==> src/rtl/ysyx_24120013_exu_mc_if.sv <==
// ---------------------------------------------------------------------------
// ysyx_24120013_exu_mc_if
// Handshake bundle between the multi-cycle execute unit and its neighbours.
//
// Upstream (operation issue):
//   in_valid  - an operation is presented
//   in_ready  - the execute unit can take it this cycle
//   in_op     - operation code
//   in_src1   - first operand
//   in_src2   - second operand (shift amount comes from its low bits)
//   in_imm    - immediate operand (ADDI)
//   in_rd     - destination register index
// Downstream (register write-back):
//   out_valid   - a result is held
//   out_ready   - write-back consumes the result this cycle
//   out_wen     - register write enable
//   out_waddr   - register write index
//   out_wdata   - register write data
//   out_illegal - the operation that produced this result was unsupported
//
// master: issuing/consuming side (pipeline or testbench)
// slave : the execute unit itself
// ---------------------------------------------------------------------------
interface ysyx_24120013_exu_mc_if #(
  parameter int DATA_WIDTH = 32,
  parameter int ADDR_WIDTH = 5,
  parameter int OP_WIDTH   = 4
);
  logic                  in_valid;
  logic                  in_ready;
  logic [OP_WIDTH-1:0]   in_op;
  logic [DATA_WIDTH-1:0] in_src1;
  logic [DATA_WIDTH-1:0] in_src2;
  logic [DATA_WIDTH-1:0] in_imm;
  logic [ADDR_WIDTH-1:0] in_rd;

  logic                  out_valid;
  logic                  out_ready;
  logic                  out_wen;
  logic [ADDR_WIDTH-1:0] out_waddr;
  logic [DATA_WIDTH-1:0] out_wdata;
  logic                  out_illegal;

  modport master (
    output in_valid, in_op, in_src1, in_src2, in_imm, in_rd, out_ready,
    input  in_ready, out_valid, out_wen, out_waddr, out_wdata, out_illegal
  );

  modport slave (
    input  in_valid, in_op, in_src1, in_src2, in_imm, in_rd, out_ready,
    output in_ready, out_valid, out_wen, out_waddr, out_wdata, out_illegal
  );
endinterface

==> src/rtl/ysyx_24120013_exu_mc.sv <==
// ---------------------------------------------------------------------------
// ysyx_24120013_exu_mc
// Single-issue execute unit. Simple ALU ops complete one cycle after they are
// accepted; MUL runs a shift-add loop, one multiplier bit per cycle, for
// DATA_WIDTH cycles. The result is held until write-back takes it.
//
// Ports:
//   clk - clock, rising edge
//   rst - asynchronous, active-high reset; aborts any operation in flight
//   bus - ysyx_24120013_exu_mc_if.slave (issue + write-back handshakes)
//
// Op codes: 0 ADDI, 1 ADD, 2 SUB, 3 AND, 4 OR, 5 XOR, 6 SLL, 7 SRL, 8 SRA,
//           9 SLT, 10 SLTU, 11 MUL, anything else is illegal.
// DATA_WIDTH must be a power of two, at least 8.
//
// States:
//   state  | meaning
//   S_IDLE | waiting for an operation, in_ready = 1
//   S_CALC | shift-add multiply in progress
//   S_DONE | result held, out_valid = 1 until out_ready
// ---------------------------------------------------------------------------
module ysyx_24120013_exu_mc #(
  parameter int DATA_WIDTH = 32,
  parameter int ADDR_WIDTH = 5,
  parameter int OP_WIDTH   = 4
) (
  input  logic                    clk,
  input  logic                    rst,
  ysyx_24120013_exu_mc_if.slave   bus
);

  localparam int SHW  = $clog2(DATA_WIDTH);
  localparam int CNTW = SHW + 1;
  localparam logic [CNTW-1:0] CNT_LOAD = CNTW'(DATA_WIDTH);
  localparam logic [CNTW-1:0] CNT_LAST = CNTW'(1);

  localparam logic [OP_WIDTH-1:0] OP_ADDI = OP_WIDTH'(0);
  localparam logic [OP_WIDTH-1:0] OP_ADD  = OP_WIDTH'(1);
  localparam logic [OP_WIDTH-1:0] OP_SUB  = OP_WIDTH'(2);
  localparam logic [OP_WIDTH-1:0] OP_AND  = OP_WIDTH'(3);
  localparam logic [OP_WIDTH-1:0] OP_OR   = OP_WIDTH'(4);
  localparam logic [OP_WIDTH-1:0] OP_XOR  = OP_WIDTH'(5);
  localparam logic [OP_WIDTH-1:0] OP_SLL  = OP_WIDTH'(6);
  localparam logic [OP_WIDTH-1:0] OP_SRL  = OP_WIDTH'(7);
  localparam logic [OP_WIDTH-1:0] OP_SRA  = OP_WIDTH'(8);
  localparam logic [OP_WIDTH-1:0] OP_SLT  = OP_WIDTH'(9);
  localparam logic [OP_WIDTH-1:0] OP_SLTU = OP_WIDTH'(10);
  localparam logic [OP_WIDTH-1:0] OP_MUL  = OP_WIDTH'(11);

  typedef enum logic [1:0] {
    S_IDLE = 2'd0,
    S_CALC = 2'd1,
    S_DONE = 2'd2
  } state_e;

  state_e state_q, state_d;

  logic [DATA_WIDTH-1:0] mcand_q, mcand_d;
  logic [DATA_WIDTH-1:0] mplier_q, mplier_d;
  logic [DATA_WIDTH-1:0] acc_q, acc_d;
  logic [CNTW-1:0]       cnt_q, cnt_d;
  logic [DATA_WIDTH-1:0] wdata_q, wdata_d;
  logic [ADDR_WIDTH-1:0] waddr_q, waddr_d;
  logic                  wen_q, wen_d;
  logic                  illegal_q, illegal_d;

  logic [SHW-1:0]        shamt;
  logic [DATA_WIDTH-1:0] alu_res;
  logic                  alu_legal;
  logic                  is_mul;
  logic [DATA_WIDTH-1:0] acc_step;

  assign shamt = bus.in_src2[SHW-1:0];

  // Single-cycle result, evaluated straight off the inputs so it can be
  // captured at the accepting edge. MUL only flags itself here.
  always_comb begin
    alu_res   = '0;
    alu_legal = 1'b1;
    is_mul    = 1'b0;
    case (bus.in_op)
      OP_ADDI: alu_res = bus.in_src1 + bus.in_imm;
      OP_ADD:  alu_res = bus.in_src1 + bus.in_src2;
      OP_SUB:  alu_res = bus.in_src1 - bus.in_src2;
      OP_AND:  alu_res = bus.in_src1 & bus.in_src2;
      OP_OR:   alu_res = bus.in_src1 | bus.in_src2;
      OP_XOR:  alu_res = bus.in_src1 ^ bus.in_src2;
      OP_SLL:  alu_res = bus.in_src1 << shamt;
      OP_SRL:  alu_res = bus.in_src1 >> shamt;
      OP_SRA:  alu_res = $unsigned($signed(bus.in_src1) >>> shamt);
      OP_SLT:  alu_res = {{(DATA_WIDTH-1){1'b0}},
                          ($signed(bus.in_src1) < $signed(bus.in_src2))};
      OP_SLTU: alu_res = {{(DATA_WIDTH-1){1'b0}}, (bus.in_src1 < bus.in_src2)};
      OP_MUL:  is_mul  = 1'b1;
      default: alu_legal = 1'b0;
    endcase
  end

  // One multiply step: add the multiplicand when the current multiplier LSB
  // is set. The multiplicand shifts left and the multiplier right each cycle,
  // so only the low DATA_WIDTH product bits are ever formed.
  assign acc_step = acc_q + (mplier_q[0] ? mcand_q : '0);

  always_comb begin
    state_d   = state_q;
    mcand_d   = mcand_q;
    mplier_d  = mplier_q;
    acc_d     = acc_q;
    cnt_d     = cnt_q;
    wdata_d   = wdata_q;
    waddr_d   = waddr_q;
    wen_d     = wen_q;
    illegal_d = illegal_q;

    case (state_q)
      S_IDLE: begin
        if (bus.in_valid) begin
          waddr_d   = bus.in_rd;
          illegal_d = ~alu_legal;
          wen_d     = alu_legal && (bus.in_rd != '0);
          wdata_d   = alu_res;
          if (is_mul) begin
            mcand_d  = bus.in_src1;
            mplier_d = bus.in_src2;
            acc_d    = '0;
            cnt_d    = CNT_LOAD;
            state_d  = S_CALC;
          end else begin
            state_d  = S_DONE;
          end
        end
      end

      S_CALC: begin
        acc_d    = acc_step;
        mcand_d  = mcand_q << 1;
        mplier_d = mplier_q >> 1;
        cnt_d    = cnt_q - CNT_LAST;
        // Terminal count: this edge performs the last of DATA_WIDTH steps.
        if (cnt_q == CNT_LAST) begin
          wdata_d = acc_step;
          state_d = S_DONE;
        end
      end

      S_DONE: begin
        if (bus.out_ready) begin
          state_d = S_IDLE;
        end
      end

      default: state_d = S_IDLE;
    endcase
  end

  always_ff @(posedge clk or posedge rst) begin
    if (rst) begin
      state_q   <= S_IDLE;
      mcand_q   <= '0;
      mplier_q  <= '0;
      acc_q     <= '0;
      cnt_q     <= '0;
      wdata_q   <= '0;
      waddr_q   <= '0;
      wen_q     <= 1'b0;
      illegal_q <= 1'b0;
    end else begin
      state_q   <= state_d;
      mcand_q   <= mcand_d;
      mplier_q  <= mplier_d;
      acc_q     <= acc_d;
      cnt_q     <= cnt_d;
      wdata_q   <= wdata_d;
      waddr_q   <= waddr_d;
      wen_q     <= wen_d;
      illegal_q <= illegal_d;
    end
  end

  assign bus.in_ready    = (state_q == S_IDLE);
  assign bus.out_valid   = (state_q == S_DONE);
  assign bus.out_wen     = wen_q;
  assign bus.out_waddr   = waddr_q;
  assign bus.out_wdata   = wdata_q;
  assign bus.out_illegal = illegal_q;

endmodule

==> src/flat_wrapper.sv <==
// flat-port wrapper written by rule: the top's interface ports become plain ports
module ysyx_24120013_exu_mc_flat 
#(
  parameter int DATA_WIDTH = 32,
  parameter int ADDR_WIDTH = 5,
  parameter int OP_WIDTH   = 4
)
  (clk, rst, bus_in_valid, bus_in_op, bus_in_src1, bus_in_src2, bus_in_imm, bus_in_rd, bus_out_ready, bus_in_ready, bus_out_valid, bus_out_wen, bus_out_waddr, bus_out_wdata, bus_out_illegal);
  ysyx_24120013_exu_mc_if #(.DATA_WIDTH(DATA_WIDTH), .ADDR_WIDTH(ADDR_WIDTH), .OP_WIDTH(OP_WIDTH)) bus_i ();
  input  logic clk;
  input  logic rst;
  input wire logic [$bits(bus_i.in_valid)-1:0] bus_in_valid;
  input wire logic [$bits(bus_i.in_op)-1:0] bus_in_op;
  input wire logic [$bits(bus_i.in_src1)-1:0] bus_in_src1;
  input wire logic [$bits(bus_i.in_src2)-1:0] bus_in_src2;
  input wire logic [$bits(bus_i.in_imm)-1:0] bus_in_imm;
  input wire logic [$bits(bus_i.in_rd)-1:0] bus_in_rd;
  input wire logic [$bits(bus_i.out_ready)-1:0] bus_out_ready;
  output wire logic [$bits(bus_i.in_ready)-1:0] bus_in_ready;
  output wire logic [$bits(bus_i.out_valid)-1:0] bus_out_valid;
  output wire logic [$bits(bus_i.out_wen)-1:0] bus_out_wen;
  output wire logic [$bits(bus_i.out_waddr)-1:0] bus_out_waddr;
  output wire logic [$bits(bus_i.out_wdata)-1:0] bus_out_wdata;
  output wire logic [$bits(bus_i.out_illegal)-1:0] bus_out_illegal;
  assign bus_i.in_valid = bus_in_valid;
  assign bus_i.in_op = bus_in_op;
  assign bus_i.in_src1 = bus_in_src1;
  assign bus_i.in_src2 = bus_in_src2;
  assign bus_i.in_imm = bus_in_imm;
  assign bus_i.in_rd = bus_in_rd;
  assign bus_i.out_ready = bus_out_ready;
  assign bus_in_ready = bus_i.in_ready;
  assign bus_out_valid = bus_i.out_valid;
  assign bus_out_wen = bus_i.out_wen;
  assign bus_out_waddr = bus_i.out_waddr;
  assign bus_out_wdata = bus_i.out_wdata;
  assign bus_out_illegal = bus_i.out_illegal;
  ysyx_24120013_exu_mc #(.DATA_WIDTH(DATA_WIDTH), .ADDR_WIDTH(ADDR_WIDTH), .OP_WIDTH(OP_WIDTH)) u_core (.clk(clk), .rst(rst), .bus(bus_i));
endmodule
==> config.mk <==
export PLATFORM = sky130hd
export DESIGN_NAME = ysyx_24120013_exu_mc_flat
export DESIGN_NICKNAME = d
export VERILOG_FILES = /design/src/rtl/ysyx_24120013_exu_mc_if.sv /design/src/rtl/ysyx_24120013_exu_mc.sv /design/src/flat_wrapper.sv
export SDC_FILE = /design/constraint.sdc
export NUM_CORES = 1
export LEC_CHECK = 0
export ABC_AREA = 1
export CORE_MARGIN = 2
export CORE_UTILIZATION = 41
export DETAILED_ROUTE_END_ITERATION = 12
export PLACE_DENSITY = 0.68
export SYNTH_ARGS = -nofsm -noshare
export SYNTH_HDL_FRONTEND = slang
export SYNTH_SLANG_ARGS = --single-unit
==> constraint.sdc <==
create_clock -name clk -period 15 [get_ports clk]
set_input_delay 3 -clock clk [delete_from_list [all_inputs] [get_ports clk]]
set_output_delay 3 -clock clk [all_outputs]
set_load 0.01 [all_outputs]
==> impl_metrics.csv, run 1 <==
group,metric,value,unit
die,num_rows,78,
pwr,total_power,2.67,mW
synth,synth_seq_cells,143,
global_route,antenna_found_initial,6,
clock_tree,cts_resized,0,
worst_hold_path,hold_class,"reg -> reg",
global_route,grt_pass1_wl,128,mm
synth,yosysSeqAreaShare,0.189,
finish,fin_nets,3635,
pwr,p_leak,11.3,nW
sta,finClkSkew,19.2,ps
drt,antenna_left,0,
drt,avgRoutedWirePerCell,21.9,um
critical_path,cp-end-kind,"flip-flop",
clock_tree,cts_tree,"built",
critical_path,worst_ep_required_time,15430,ps
clock_tree,clk_pin_slew,70,ps
sta,setup_tns,0,ps
synth,synth_flop_cell,"dfrtp_1",
critical_path,cp.arrival,6830,ps
placed_design,gp_congestion,1.08,
run,cap_violations,0,
finish,drive_above_1_share,0.0318,
drt,drtIter0Drc,3561,
synth,synth.avg_cell_area,5.77,um^2
clock_tree,worstSkewPairLatency,510,ps
sta,rsz0062_at_grt,"no",
die,top_level_ports,150,
drt,drc,0,
status,status,"finished clean",
synth,yosysWarnings,0,
sta,slew_headroom,0.369,
global_route,grt_start_max_net_pins,85,
placed_design,portBuffers,149,
clock_tree,root_buffer,"clkbuf_16",
pwr,irDropWorstVdd,0.0976,mV
synth,syn_inst,3287,
placed_design,dp_hpwl,69.7,mm
drt,totalWireLength,86.7,mm
critical_path,worstPathMaxFanout,64,
clock_tree,htreeDepth,4,
drt,first_pass_iters,7,
die,initial_core_util,0.417,
finish,syn_to_final_growth,12.8,%
synth,synth_edf_count,0,
synth,synthArstFlopShare,1.00,
critical_path,critPathKind,"in -> reg",
global_route,grt_remaining_overflow,0,
sta,report.final.setup_viol,0,
drt,dr_total_vias,22800,
sta,fmax,156,MHz
sta,hold_viol,0,
synth,synth_cell_types,51,
clock_tree,cts.hold.buffers_added,0,
sta,slew_violations,0,
clock_tree,cts_sinks,143,
die,die_h,219,um
critical_path,crit_path_start_kind,"input port",
sta,finalCritPeriodShare,0.427,
clock_tree,numCtsBuffers,17,
global_route,grt_pass1_vias,19900,
drt,avgViaCountPerCell,5.75,
global_route,grt_usage,0.361,
synth,netlist_area,19000,um^2
sta,worst_pin_slew,945,ps
clock_tree,cts_max_path_buffers,2,
die,coreArea,45500,um^2
clock_tree,post-cts-setup-buffer-count,0,
synth,synth.net_count,3567,
sta,period_needed,6400,ps
die,die-width,219,um
die,die_area,48000,um^2
pwr,powerDensity,125,nW/um^2
==> logic make-up (layout without fill, tap and decap cells) <==
logic type | Yosys count | in the layout | share of synthesized area
adder cells (fa/ha/maj) | 171 | 171 | 0.114
XOR/XNOR | 4 | 4 | 0.00185
AND/OR/NAND/NOR | 1913 | 1913 | 0.426
AO/OA/AOI/OAI | 514 | 514 | 0.155
buffers and inverters | 540 | 621 | 0.114
other | 0 | 1 | 0
multiplexers | 2 | 2 | 0.00106
flip-flops | 143 | 143 | 0.189
==> report_power, final <==
group          internal [mW]  total [mW]  switching [mW]
Clock                  0.244       0.461           0.217
Sequential             0.563       0.703           0.140
Combinational          0.522        1.51           0.983
Total                   1.33        2.67            1.34
==> critical path, stage by stage <==
cell and delay [ps]:
clkdlybuf4s50_1 610, inv_2 120, nor2_2 50, nand2_2 60, buf_4 460, o21ai_0 180
ha_1 270, fa_1 470, nand3_1 110, nand3_1 170, nand2_1 110, nand2_1 100
nand3b_1 130, nand3_1 170, nand2_1 210, nand3_1 150, nand3_1 230, nand2_1 70
a21oi_1 140
==> metal layers <==
layer | up-vias | wire [um] | global-route usage
met2 | 1389 | 34500 | 0.507
li1 | 10900 | - | -
met4 | 10 | 3530 | 0.145
met1 | 10400 | 38200 | 0.523
met5 | - | 69 | 0
met3 | 158 | 10400 | 0.0895
==> per-stage QoR <==
step	area [um^2]	util	setup WS (ps)	std cells	hold slack (ps)
final	21400	0.470	8600	3969	488
after CTS	21400	0.470	8690	3968	489
after detailed placement	20800	0.457	8160	3936	471
after global placement	20800	0.457	8160	3936	461
after global routing	21400	0.470	8430	3969	507
after floorplan	19000	-	8160	3287	448
==> final timing paths <==
path                                             to  depth (start not counted)                    start  slack (ps)
setup reg to reg           u_core.bus.out_wdata[15]                         10        u_core.state_q[0]       11880
setup / recovery           u_core.bus.out_wdata[24]                         19             bus_in_op[0]        8600
max in group asynchronous  u_core.bus.out_wdata[23]                          3                      rst       10510
min in group asynchronous   u_core.bus.out_waddr[0]                          2                      rst        3060
hold / removal              u_core.bus.out_waddr[4]                          2  u_core.bus.out_waddr[4]         490
hold reg to reg             u_core.bus.out_waddr[4]                          2  u_core.bus.out_waddr[4]         490
==> cell type report <==
class | instances | area [um^2]
repair buffers | 174 | 1660
flip-flops and latches | 143 | 3580
multi-input cells | 2604 | 13200
fillers | 4997 | 24100
well taps | 600 | 751
clock inverters | 12 | 124
inverters | 415 | 1570
clock buffers | 20 | 467
diodes | 1 | 2.50
==> cell usage in the layout (no fill, tap or decap), types with 17 or more instances in the layout <==
master,n
nand2_1,1062
clkbuf_16,17
o211ai_1,49
nand3_1,453
clkdlybuf4s50_1,145
o21bai_1,18
a21oi_1,169
nor3_1,20
o21ai_1,19
nand4_1,40
inv_1,397
buf_4,25
o22ai_1,17
o21ai_0,166
nor2_1,285
dfrtp_1,143
ha_1,168
a31oi_1,35
==> Yosys cell counts, types with 6 or more instances <==
library cell | count | area, um^2
a221oi_1 | 7 | 61.3
a21oi_1 | 169 | 846
dfrtp_1 | 143 | 3580
or2_2 | 8 | 50.1
nand2_1 | 1063 | 3990
inv_1 | 399 | 1500
clkbuf_1 | 50 | 188
nand3_1 | 453 | 2270
o22ai_1 | 17 | 106
o211ai_1 | 49 | 368
nand3b_1 | 7 | 52.6
inv_2 | 14 | 52.6
o21ai_1 | 19 | 95.1
buf_1 | 11 | 41.3
nand4_1 | 40 | 250
o21ai_0 | 166 | 831
nor2_2 | 7 | 43.8
and2_1 | 8 | 50.1
o221ai_1 | 6 | 52.6
a31oi_1 | 35 | 219
buf_4 | 13 | 97.6
ha_1 | 168 | 2100
buf_2 | 48 | 240
nor2_1 | 285 | 1070
o21bai_1 | 18 | 135
o21a_1 | 8 | 60.1
nor3_1 | 20 | 100
==> sequential cells by signal (all words and copies together), names as in the netlist <==
register / cells
u_core.mplier_q: 32
u_core.cnt_q: 6
u_core.mcand_q: 32
u_core.bus.out_waddr: 5
u_core.state_q: 2
u_core.bus.out_wen: 1
u_core.bus.out_illegal: 1
u_core.bus.out_wdata: 32
u_core.acc_q: 32
Power figures use the tool's default switching activity.
==> inputs of run 2 (changes only) <==
--- a/config.mk
+++ b/config.mk
@@ -9,7 +9,7 @@
 export CORE_MARGIN = 2
 export CORE_UTILIZATION = 41
 export DETAILED_ROUTE_END_ITERATION = 12
-export PLACE_DENSITY = 0.68
+export PLACE_DENSITY = 0.7
 export SYNTH_ARGS = -nofsm -noshare
 export SYNTH_HDL_FRONTEND = slang
 export SYNTH_SLANG_ARGS = --single-unit
==> constraint.sdc (replaced) <==
create_clock -name clk -period 5.7 [get_ports clk]
set_input_delay 1.14 -clock clk [delete_from_list [all_inputs] [get_ports clk]]
set_output_delay 1.14 -clock clk [all_outputs]
set_load 0.01 [all_outputs]
==> run 2 against run 1 <==
Effect of this change:
- final area rose by 0.50%
- core utilization increased by 0.24 points
- hold slack lost 6.1 ps
- non-clock buffer count rose by 10
- clock skew is 2.6 ps lower
- critical path depth unchanged
- routed wire length rose by 0.53%
- die area is the same
- via count increased by 0.52%
- clock-buffer cell count fell by 3
- clock power grew to 2.6 times the previous value
- critical path type unchanged
- critical endpoint is now u_core.bus.out_wdata[17]
- largest power group unchanged
==> impl_metrics.csv, run 2 (same netlist as run 1, synthesis figures left out) <==
group,metric,value,unit
pwr,irDropWorstVdd,0.242,mV
clock_tree,cts_resized,0,
finish,drive_above_1_share,0.0343,
clock_tree,root_buffer,"clkbuf_16",
sta,setup_tns,0,ps
critical_path,r2r_cells,14,
worst_hold_path,min-delay-start,"u_core.bus.out_waddr[3]",
die,coreArea,45500,um^2
finish,syn_to_final_growth,13.3,%
clock_tree,cts_max_path_buffers,2,
sta,report.final.setup_viol,0,
drt,avgViaCountPerCell,5.77,
critical_path,cp.arrival,4850,ps
critical_path,worstPathMaxFanout,64,
drt,totalWireLength,87.2,mm
clock_tree,post-cts-setup-buffer-count,0,
die,initial_core_util,0.417,
pwr,powerDensity,326,nW/um^2
global_route,antenna_found_initial,6,
worst_hold_path,hold_class,"reg -> reg",
drt,antenna_left,0,
global_route,grt_pass1_vias,20400,
die,die-width,219,um
worst_hold_path,worst_hold_path.endpoint,"u_core.bus.out_waddr[3]",
placed_design,gp_congestion,1.09,
sta,period_needed,4480,ps
global_route,grt_usage,0.363,
pwr,total_power,7.02,mW
clock_tree,clk_pin_slew,80,ps
placed_design,pre_cts_ws,919,ps
drt,dr_total_vias,23000,
drt,drtIter0Drc,3110,
global_route,grt_pass1_wl,129,mm
sta,layout_setup_ws,1220,ps
sta,whs,482,ps
drt,first_pass_iters,6,
critical_path,rrSetupSlack,2180,ps
finish,layout_common_cells,"nand2_1 (1,063), nand3_1 (453), inv_1 (397)",
finish,multi_input_area,13200,um^2
critical_path,worst_ep_required_time,6070,ps
critical_path,crit_path_start_kind,"input port",
placed_design,portBuffers,149,
sta,rsz0062_at_grt,"no",
clock_tree,worstSkewPairLatency,500,ps
sta,finClkSkew,16.6,ps
sta,slew_violations,0,
global_route,grt_start_max_net_pins,81,
worst_hold_path,holdPathStages,2,
die,die_h,219,um
clock_tree,cts_sinks,143,
sta,worst_pin_slew,1090,ps
critical_path,critPathKind,"in -> reg",
finish,regArea,3580,um^2
sta,fmax,223,MHz
clock_tree,numCtsBuffers,17,
clock_tree,cts_tree,"built",
die,num_rows,78,
sta,finalCritPeriodShare,0.785,
finish,fin_nets,3645,
placed_design,dp_hpwl,70.0,mm
sta,slew_headroom,0.275,
die,die_area,48000,um^2
drt,drc,0,
critical_path,regToRegEndpoint,"u_core.bus.out_wdata[31]",
finish,fillCellCount,5075,
critical_path,crit-reg2reg-launch,"u_core.mplier_q[0]",
run,cap_violations,0,
pwr,p_leak,11.4,nW
drt,avgRoutedWirePerCell,21.9,um
global_route,grt_remaining_overflow,0,
sta,hold_viol,0,
clock_tree,cts.hold.buffers_added,0,
clock_tree,htreeDepth,4,
status,status,"finished clean",
die,top_level_ports,150,
finish,layout_commonest_cell,"nand2_1",
critical_path,cp-end-kind,"flip-flop",
-- run 2: cell types whose count changed in the layout (fill, tap and decap cells not counted), moves of 2 or more --
cell	previous run	this run
buf_12	0	2
buf_4	25	33
clkbuf_8	3	0
clkinv_8	0	2
clkinvlp_4	4	2
inv_6	4	6
-- run 2: metal layers --
layer | GRT usage | vias to the layer above | wire length, um
li1 | - | 10900 | -
met1 | 0.521 | 10500 | 38800
met2 | 0.510 | 1345 | 34500
met3 | 0.100 | 185 | 9940
met4 | 0.140 | 10 | 3880
met5 | 0 | - | 69
-- run 2: critical path: stages --
cell             delay [ps]
clkdlybuf4s50_1         700
inv_2                    60
nor2_2                  120
nand2_2                  90
buf_12                  180
nand2_1                  90
o21ai_0                  80
ha_1                    400
nand2_1                 140
nor2_1                  320
inv_1                   150
nor2_1                  240
nand4_1                 230
nand3_1                 140
nand2_1                  70
nand3_1                 100
nand2_1                 110
o21ai_0                 330
a21oi_1                 110
-- run 2: worst max path at each step --
stage	end	start	slack (ps)
after floorplan	u_core.acc_q[0]	rst	720
after global placement	u_core.bus.out_wdata[17]	bus_in_op[0]	780
after detailed placement	u_core.bus.out_wdata[17]	bus_in_op[0]	920
after CTS	u_core.bus.out_wdata[17]	bus_in_op[0]	1440
after global routing	u_core.bus.out_wdata[17]	bus_in_op[0]	1170
final	u_core.bus.out_wdata[17]	bus_in_op[0]	1220
-- run 2: through the flow --
step	util	cell area (um^2)	cells
final	0.473	21500	3979
after CTS	0.473	21500	3978
after global placement	0.460	20900	3946
after global routing	0.473	21500	3978
after detailed placement	0.460	20900	3946
after floorplan	-	19000	3287
-- run 2: report_power, final --
part           total, mW  internal [mW]  switching (mW)
logic               3.95           1.38            2.57
registers           1.87           1.48           0.386
clock network       1.20          0.620           0.579
-- run 2: area by class of cell --
type                            count  share of cell area
Timing Repair Buffer              184              0.0818
Clock buffer                       17              0.0198
Multi-Input combinational cell   2604               0.616
Antenna cell                        1            0.000116
Inverter                          415              0.0729
Sequential cell                   143               0.166
Clock inverter                     15             0.00791
Tap cell                          600              0.0349
